[config.mk]
export PLATFORM = sky130hd
export DESIGN_NAME = inst_axi_rd_bridge_flat
export DESIGN_NICKNAME = d
export VERILOG_FILES = /design/src/rtl/inst_axi_rd_bridge_if.sv /design/src/rtl/inst_axi_rd_bridge.sv /design/src/flat_wrapper.sv
export SDC_FILE = /design/constraint.sdc
export NUM_CORES = 1
export LEC_CHECK = 0
export ABC_AREA = 1
export BUFFER_PORTS_ARGS = -buffer_cell sky130_fd_sc_hd__buf_4
export CELL_PAD_IN_SITES_DETAIL_PLACEMENT = 0
export CELL_PAD_IN_SITES_GLOBAL_PLACEMENT = 1
export CORE_ASPECT_RATIO = 0.75
export CORE_UTILIZATION = 25
export DETAILED_ROUTE_END_ITERATION = 7
export HOLD_SLACK_MARGIN = 0.08
export PLACE_DENSITY = 0.84
export REMOVE_ABC_BUFFERS = 1
export SETUP_SLACK_MARGIN = 0.1
export SLEW_MARGIN = 20
export SYNTH_ARGS = -nofsm -noshare
export SYNTH_HDL_FRONTEND = slang
export SYNTH_SLANG_ARGS = --single-unit
[constraint.sdc]
create_clock -name clk -period 1.82 [get_ports clk]
set_clock_uncertainty 0.15 [all_clocks]
set_input_delay 0.182 -clock clk [delete_from_list [all_inputs] [get_ports clk]]
set_output_delay 0.182 -clock clk [all_outputs]
set_load 0.005 [all_outputs]
[src/rtl/inst_axi_rd_bridge_if.sv]
// AXI4 read-address and read-data channels between the instruction fetch
// bridge (master) and the crossbar (slave).
interface inst_axi_rd_bridge_if #(
  parameter int ID_W = 4
);
  logic [ID_W-1:0] arid;
  logic [31:0]     araddr;
  logic [7:0]      arlen;
  logic [2:0]      arsize;
  logic [1:0]      arburst;
  logic [1:0]      arlock;
  logic [3:0]      arcache;
  logic [2:0]      arprot;
  logic            arvalid;
  logic            arready;
  logic [ID_W-1:0] rid;
  logic [31:0]     rdata;
  logic [1:0]      rresp;
  logic            rlast;
  logic            rvalid;
  logic            rready;

  modport master (
    output arid, araddr, arlen, arsize, arburst, arlock, arcache, arprot, arvalid,
    input  arready,
    input  rid, rdata, rresp, rlast, rvalid,
    output rready
  );

  modport slave (
    input  arid, araddr, arlen, arsize, arburst, arlock, arcache, arprot, arvalid,
    output arready,
    output rid, rdata, rresp, rlast, rvalid,
    input  rready
  );
endinterface

[src/rtl/inst_axi_rd_bridge.sv]
// Turns the zero-latency inst_sram fetch port into single-beat AXI4 reads,
// stalling the pipeline until each instruction word is back.
module inst_axi_rd_bridge #(
  parameter int            ID_W  = 4,
  parameter logic [ID_W-1:0] AR_ID = '0
) (
  input  logic        clk,
  input  logic        rst,
  input  logic        flush_i,
  input  logic        inst_sram_en,
  input  logic [31:0] inst_sram_addr,
  input  logic [3:0]  inst_sram_wen,
  input  logic [31:0] inst_sram_wdata,
  output logic [31:0] inst_sram_rdata,
  output logic        stallreq_o,
  output logic        bus_err_o,
  inst_axi_rd_bridge_if.master axi
);

  typedef enum logic [1:0] {IDLE, AR, R, DONE} state_t;

  state_t      state_q, state_d;
  logic [31:0] addr_q, addr_d;
  logic [31:0] rdata_q, rdata_d;
  logic        err_q, err_d;
  logic        discard_q, discard_d;
  logic        arvalid_d, rready_d;

  always_ff @(posedge clk or posedge rst) begin
    if (rst) begin
      state_q   <= IDLE;
      addr_q    <= '0;
      rdata_q   <= '0;
      err_q     <= 1'b0;
      discard_q <= 1'b0;
    end else begin
      state_q   <= state_d;
      addr_q    <= addr_d;
      rdata_q   <= rdata_d;
      err_q     <= err_d;
      discard_q <= discard_d;
    end
  end

  always_comb begin
    state_d   = state_q;
    addr_d    = addr_q;
    rdata_d   = rdata_q;
    err_d     = err_q;
    discard_d = discard_q;
    arvalid_d = 1'b0;
    rready_d  = 1'b0;
    case (state_q)
      IDLE: begin
        if (!flush_i) begin
          addr_d  = inst_sram_addr;
          state_d = AR;
        end
      end
      // arvalid must stay up until the handshake even when flushed; the flush
      // is remembered and the returning beat dropped instead.
      AR: begin
        arvalid_d = 1'b1;
        if (flush_i) discard_d = 1'b1;
        if (axi.arready) state_d = R;
      end
      R: begin
        rready_d = 1'b1;
        if (axi.rvalid) begin
          rdata_d   = axi.rdata;
          err_d     = (axi.rresp != 2'b00);
          discard_d = 1'b0;
          state_d   = (discard_q || flush_i) ? IDLE : DONE;
        end else if (flush_i) begin
          discard_d = 1'b1;
        end
      end
      DONE:    state_d = IDLE;
      default: state_d = IDLE;
    endcase
  end

  // kseg0/kseg1 both fold onto the low 512 MB physical window.
  assign axi.araddr  = {3'b000, addr_q[28:0]};
  assign axi.arid    = AR_ID;
  assign axi.arlen   = 8'd0;
  assign axi.arsize  = 3'b010;
  assign axi.arburst = 2'b01;
  assign axi.arlock  = 2'b00;
  assign axi.arcache = 4'b0000;
  assign axi.arprot  = 3'b000;
  assign axi.arvalid = arvalid_d;
  assign axi.rready  = rready_d;

  // Stall depends only on state so the controller's stall->enable path
  // cannot close a combinational loop through this block.
  assign stallreq_o      = (state_q != DONE);
  assign bus_err_o       = (state_q == DONE) && err_q;
  assign inst_sram_rdata = rdata_q;

  logic unused_inputs;
  assign unused_inputs = ^{inst_sram_en, inst_sram_wen, inst_sram_wdata,
                           axi.rid, axi.rlast, addr_q[31:29]};

endmodule

[src/flat_wrapper.sv]
// flat-port wrapper written by rule: the top's interface ports become plain ports
module inst_axi_rd_bridge_flat 
#(
  parameter int            ID_W  = 4,
  parameter logic [ID_W-1:0] AR_ID = '0
)
  (clk, rst, flush_i, inst_sram_en, inst_sram_addr, inst_sram_wen, inst_sram_wdata, inst_sram_rdata, stallreq_o, bus_err_o, axi_arid, axi_araddr, axi_arlen, axi_arsize, axi_arburst, axi_arlock, axi_arcache, axi_arprot, axi_arvalid, axi_arready, axi_rid, axi_rdata, axi_rresp, axi_rlast, axi_rvalid, axi_rready);
  inst_axi_rd_bridge_if #(.ID_W(ID_W)) axi_i ();
  input  logic clk;
  input  logic rst;
  input  logic flush_i;
  input  logic inst_sram_en;
  input  logic [31:0] inst_sram_addr;
  input  logic [3:0] inst_sram_wen;
  input  logic [31:0] inst_sram_wdata;
  output logic [31:0] inst_sram_rdata;
  output logic stallreq_o;
  output logic bus_err_o;
  output wire logic [$bits(axi_i.arid)-1:0] axi_arid;
  output wire logic [$bits(axi_i.araddr)-1:0] axi_araddr;
  output wire logic [$bits(axi_i.arlen)-1:0] axi_arlen;
  output wire logic [$bits(axi_i.arsize)-1:0] axi_arsize;
  output wire logic [$bits(axi_i.arburst)-1:0] axi_arburst;
  output wire logic [$bits(axi_i.arlock)-1:0] axi_arlock;
  output wire logic [$bits(axi_i.arcache)-1:0] axi_arcache;
  output wire logic [$bits(axi_i.arprot)-1:0] axi_arprot;
  output wire logic [$bits(axi_i.arvalid)-1:0] axi_arvalid;
  input wire logic [$bits(axi_i.arready)-1:0] axi_arready;
  input wire logic [$bits(axi_i.rid)-1:0] axi_rid;
  input wire logic [$bits(axi_i.rdata)-1:0] axi_rdata;
  input wire logic [$bits(axi_i.rresp)-1:0] axi_rresp;
  input wire logic [$bits(axi_i.rlast)-1:0] axi_rlast;
  input wire logic [$bits(axi_i.rvalid)-1:0] axi_rvalid;
  output wire logic [$bits(axi_i.rready)-1:0] axi_rready;
  assign axi_arid = axi_i.arid;
  assign axi_araddr = axi_i.araddr;
  assign axi_arlen = axi_i.arlen;
  assign axi_arsize = axi_i.arsize;
  assign axi_arburst = axi_i.arburst;
  assign axi_arlock = axi_i.arlock;
  assign axi_arcache = axi_i.arcache;
  assign axi_arprot = axi_i.arprot;
  assign axi_arvalid = axi_i.arvalid;
  assign axi_i.arready = axi_arready;
  assign axi_i.rid = axi_rid;
  assign axi_i.rdata = axi_rdata;
  assign axi_i.rresp = axi_rresp;
  assign axi_i.rlast = axi_rlast;
  assign axi_i.rvalid = axi_rvalid;
  assign axi_rready = axi_i.rready;
  inst_axi_rd_bridge #(.ID_W(ID_W), .AR_ID(AR_ID)) u_core (.clk(clk), .rst(rst), .flush_i(flush_i), .inst_sram_en(inst_sram_en), .inst_sram_addr(inst_sram_addr), .inst_sram_wen(inst_sram_wen), .inst_sram_wdata(inst_sram_wdata), .inst_sram_rdata(inst_sram_rdata), .stallreq_o(stallreq_o), .bus_err_o(bus_err_o), .axi(axi_i));
endmodule
==> results.md <==
- GR Overflow Total: 0
- Initial DRT Pass Iterations: 4
- Util after Layout: 0.4344
- WP data arrival: around 1.3 ns
- Detailed Route Iter0 Violations: 77
- HP Class: primary input to flip-flop
- Tot Pwr: approximately 0.0067 W
- Nets: about 650
- Ant diodes: 0
- Sequential share of the synthesized area: 0.5599
- Routed vias/inst: ~4.0
- IO buf count: 132
- Worst path required time: 1.49 ns
- Startpoint Class: flip-flop
- Synth cell types: 15
- CP endpoint kind: output port
- R2r setup slk: ~0.24 ns
- Min Tclk post-route: ~1.6 ns
- PwrDens: 1383 nW/um^2
- Worst Setup Path Type: flip-flop to output port
- Die width: 126.5 um
- Crit path max fanout: 5
- # setup viols final: 0
- Number of global-route vias before repair: around 2700
- Starting Density: 0.2616
- Postcts setup bufs: 0
- Core ar.: approximately 11000 um^2
- Largest net degree at the start of global routing: between 60 and 70
- Clock transition at path regs: approximately 0.050 ns
- Layout cell share with drive strength beyond 1: 0.2831
- Slowest stage delay, CP: 0.42 ns
- Dpl ws: about 0.09 ns
- CP max-delay cell: dfrtp_1
- TritonCTS clock tree: built
- Syn Std Cell Area: ~2900 um^2
- Gr usage total: 0.1383
- Fmax: roughly 620 MHz
- Mean Syn Cell Area: 8.596 um^2
- Detail Route Antenna Nets: 0
- VDD IR max: 0.4877 mV
- Die height: between 90 and 100 um
- Cells along the critical path: inv_1, ha_1, buf_4
- CTS root buf: clkbuf_16
- GP Congestion: 0.7095
- Area growth from synthesis to layout: 66.06%
- Drc violations: 0
- CTS Buf Count: 9
- CTS max path bufs: 2
- Htree depth: 3
- Gate Count Post-Synth: between 300 and 400
- # clock sinks: between 60 and 70
- Number of fill cells: about 1100
- WL/cell: around 12 um
- Post-synthesis register bit count: 65
- Total number of vias: 2718
- Routed WL: about 8 mm
- I/O Pins: 207
- Site Rows: 33
- Leak pwr: roughly 2.7 nW
- Outcome: finished, final reports clean
- Initial antenna violation count: 0
- Max cap viols: 0
- First-pass GRT wire length: about 13 mm
- Clk_lat worst skew: ~0.32 ns
- Die ar.: 12060 um^2
- Hold_ws: around 0.12 ns
- Ys Warns: 0
- Final Cycle Share: 0.8829
- Count of final hold-check violations: 0
- RSZ-0062 raised after global routing: yes
- Slew Viols, Final: 0
- Detail Placement HPWL: between 5 and 6 mm
- Final WS setup: approximately 0.21 ns
-- final timing paths --
path                                               start                                      to  depth (start not counted)
setup / recovery           u_core.state_q[0]$_DFFE_PP0P_                              axi_rready                          3
hold / removal                               axi_arready           u_core.state_q[1]$_DFFE_PP0P_                          6
setup reg to reg           u_core.state_q[1]$_DFFE_PP0P_            u_core.addr_q[3]$_DFFE_PP0P_                          5
hold reg to reg            u_core.addr_q[10]$_DFFE_PP0P_           u_core.addr_q[10]$_DFFE_PP0P_                          2
max in group asynchronous                            rst  u_core.inst_sram_rdata[10]$_DFFE_PP0P_                          4
min in group asynchronous                            rst            u_core.discard_q$_DFFE_PP0P_                          4
-- Yosys cell counts --
library cell | number | area share
buf_4 | 32 | 0.083
nor2_1 | 3 | 0.0039
ha_1 | 6 | 0.026
nand2_1 | 171 | 0.22
dfrtp_1 | 65 | 0.56
nand3_1 | 31 | 0.053
inv_1 | 10 | 0.013
conb_1 | 2 | 0.0026
nand2_2 | 1 | 0.0022
buf_2 | 9 | 0.016
inv_2 | 2 | 0.0026
o21ai_0 | 1 | 0.0017
buf_6 | 3 | 0.012
a21o_1 | 1 | 0.0026
a21oi_1 | 1 | 0.0017
-- worst max-delay path: cells and delay by family, from the launching register on --
| family | cells | cell delay [ns] |
|---|---|---|
| buffers and inverters | 2 | 0.27 |
| adders and majority gates | 1 | 0.26 |
| DFF | 1 | 0.42 |
-- repair_timing --
| action | CTS | global route |
|---|---|---|
| hold buffers | 65 | 0 |
| endpoints found under the setup margin | 1 | 33 |
| pin swaps | 0 | 0 |
| endpoints found under the hold margin | 129 | 0 |
| resized for setup | 1 | 1 |
-- area by class of cell --
type / count / area, um^2 / area share
multi-input cells: 244 / 1016 / 0.2106
repair buffers: 202 / 1695 / 0.3514
inverters: 12 / 47.55 / 0.009855
well taps: 140 / 175.2 / 0.03631
clock buffers: 14 / 264.0 / 0.05472
flip-flops and latches: 65 / 1627 / 0.3371
-- state kept, by name, indices dropped and copies added (netlist names) --
name,flops
u_core.discard_q,1
u_core.inst_sram_rdata,32
u_core.addr_q,29
u_core.state_q,2
u_core.err_q,1
-- placed cells by master (no fill, tap or decap) --
cell type / instances
a21o_1: 1
a21oi_1: 1
buf_12: 1
buf_4: 135
buf_6: 1
clkbuf_1: 3
clkbuf_16: 9
clkbuf_8: 2
conb_1: 29
dfrtp_1: 65
dlygate4sd3_1: 65
ha_1: 6
inv_1: 9
inv_2: 2
inv_4: 1
nand2_1: 171
nand2_2: 1
nand3_1: 31
nor2_1: 3
o21ai_0: 1
-- metal layers --
metal | share of wire | up-vias | global-route usage
li1 | - | 1363 | -
met1 | 0.43 | 1262 | 0.1659
met2 | 0.51 | 80 | 0.2366
met3 | 0.040 | 13 | 0.03591
met4 | 0.019 | 0 | 0.06124
met5 | 0 | - | 0
-- through the flow --
step / instances / setup TNS, ns / cell area, um^2
2_1_floorplan: 321 / -20.85 / 2688
3_3_place_gp: 598 / 0 / 3904
3_5_place_dp: 598 / 0 / 3904
4_1_cts: 677 / 0 / 4821
5_1_grt: 677 / 0 / 4825
6_report: 677 / 0 / 4825
-- report_power, final --
part           switching, W  leakage, nW  internal (W)
Combinational       0.00124         1.74       0.00139
Clock              0.000549        0.129      0.000980
Sequential         0.000393        0.809       0.00212
-- kinds of logic after synthesis --
family,Yosys count,share of synthesized area
and+or+nand+nor,206,0.2804
DFF,65,0.5599
buffers and inverters,56,0.1253
adders and majority gates,6,0.02584
AOI/OAI and AO/OA,3,0.006027
other,2,0.002585
No activity file was read; power rests on OpenSTA's default activity.
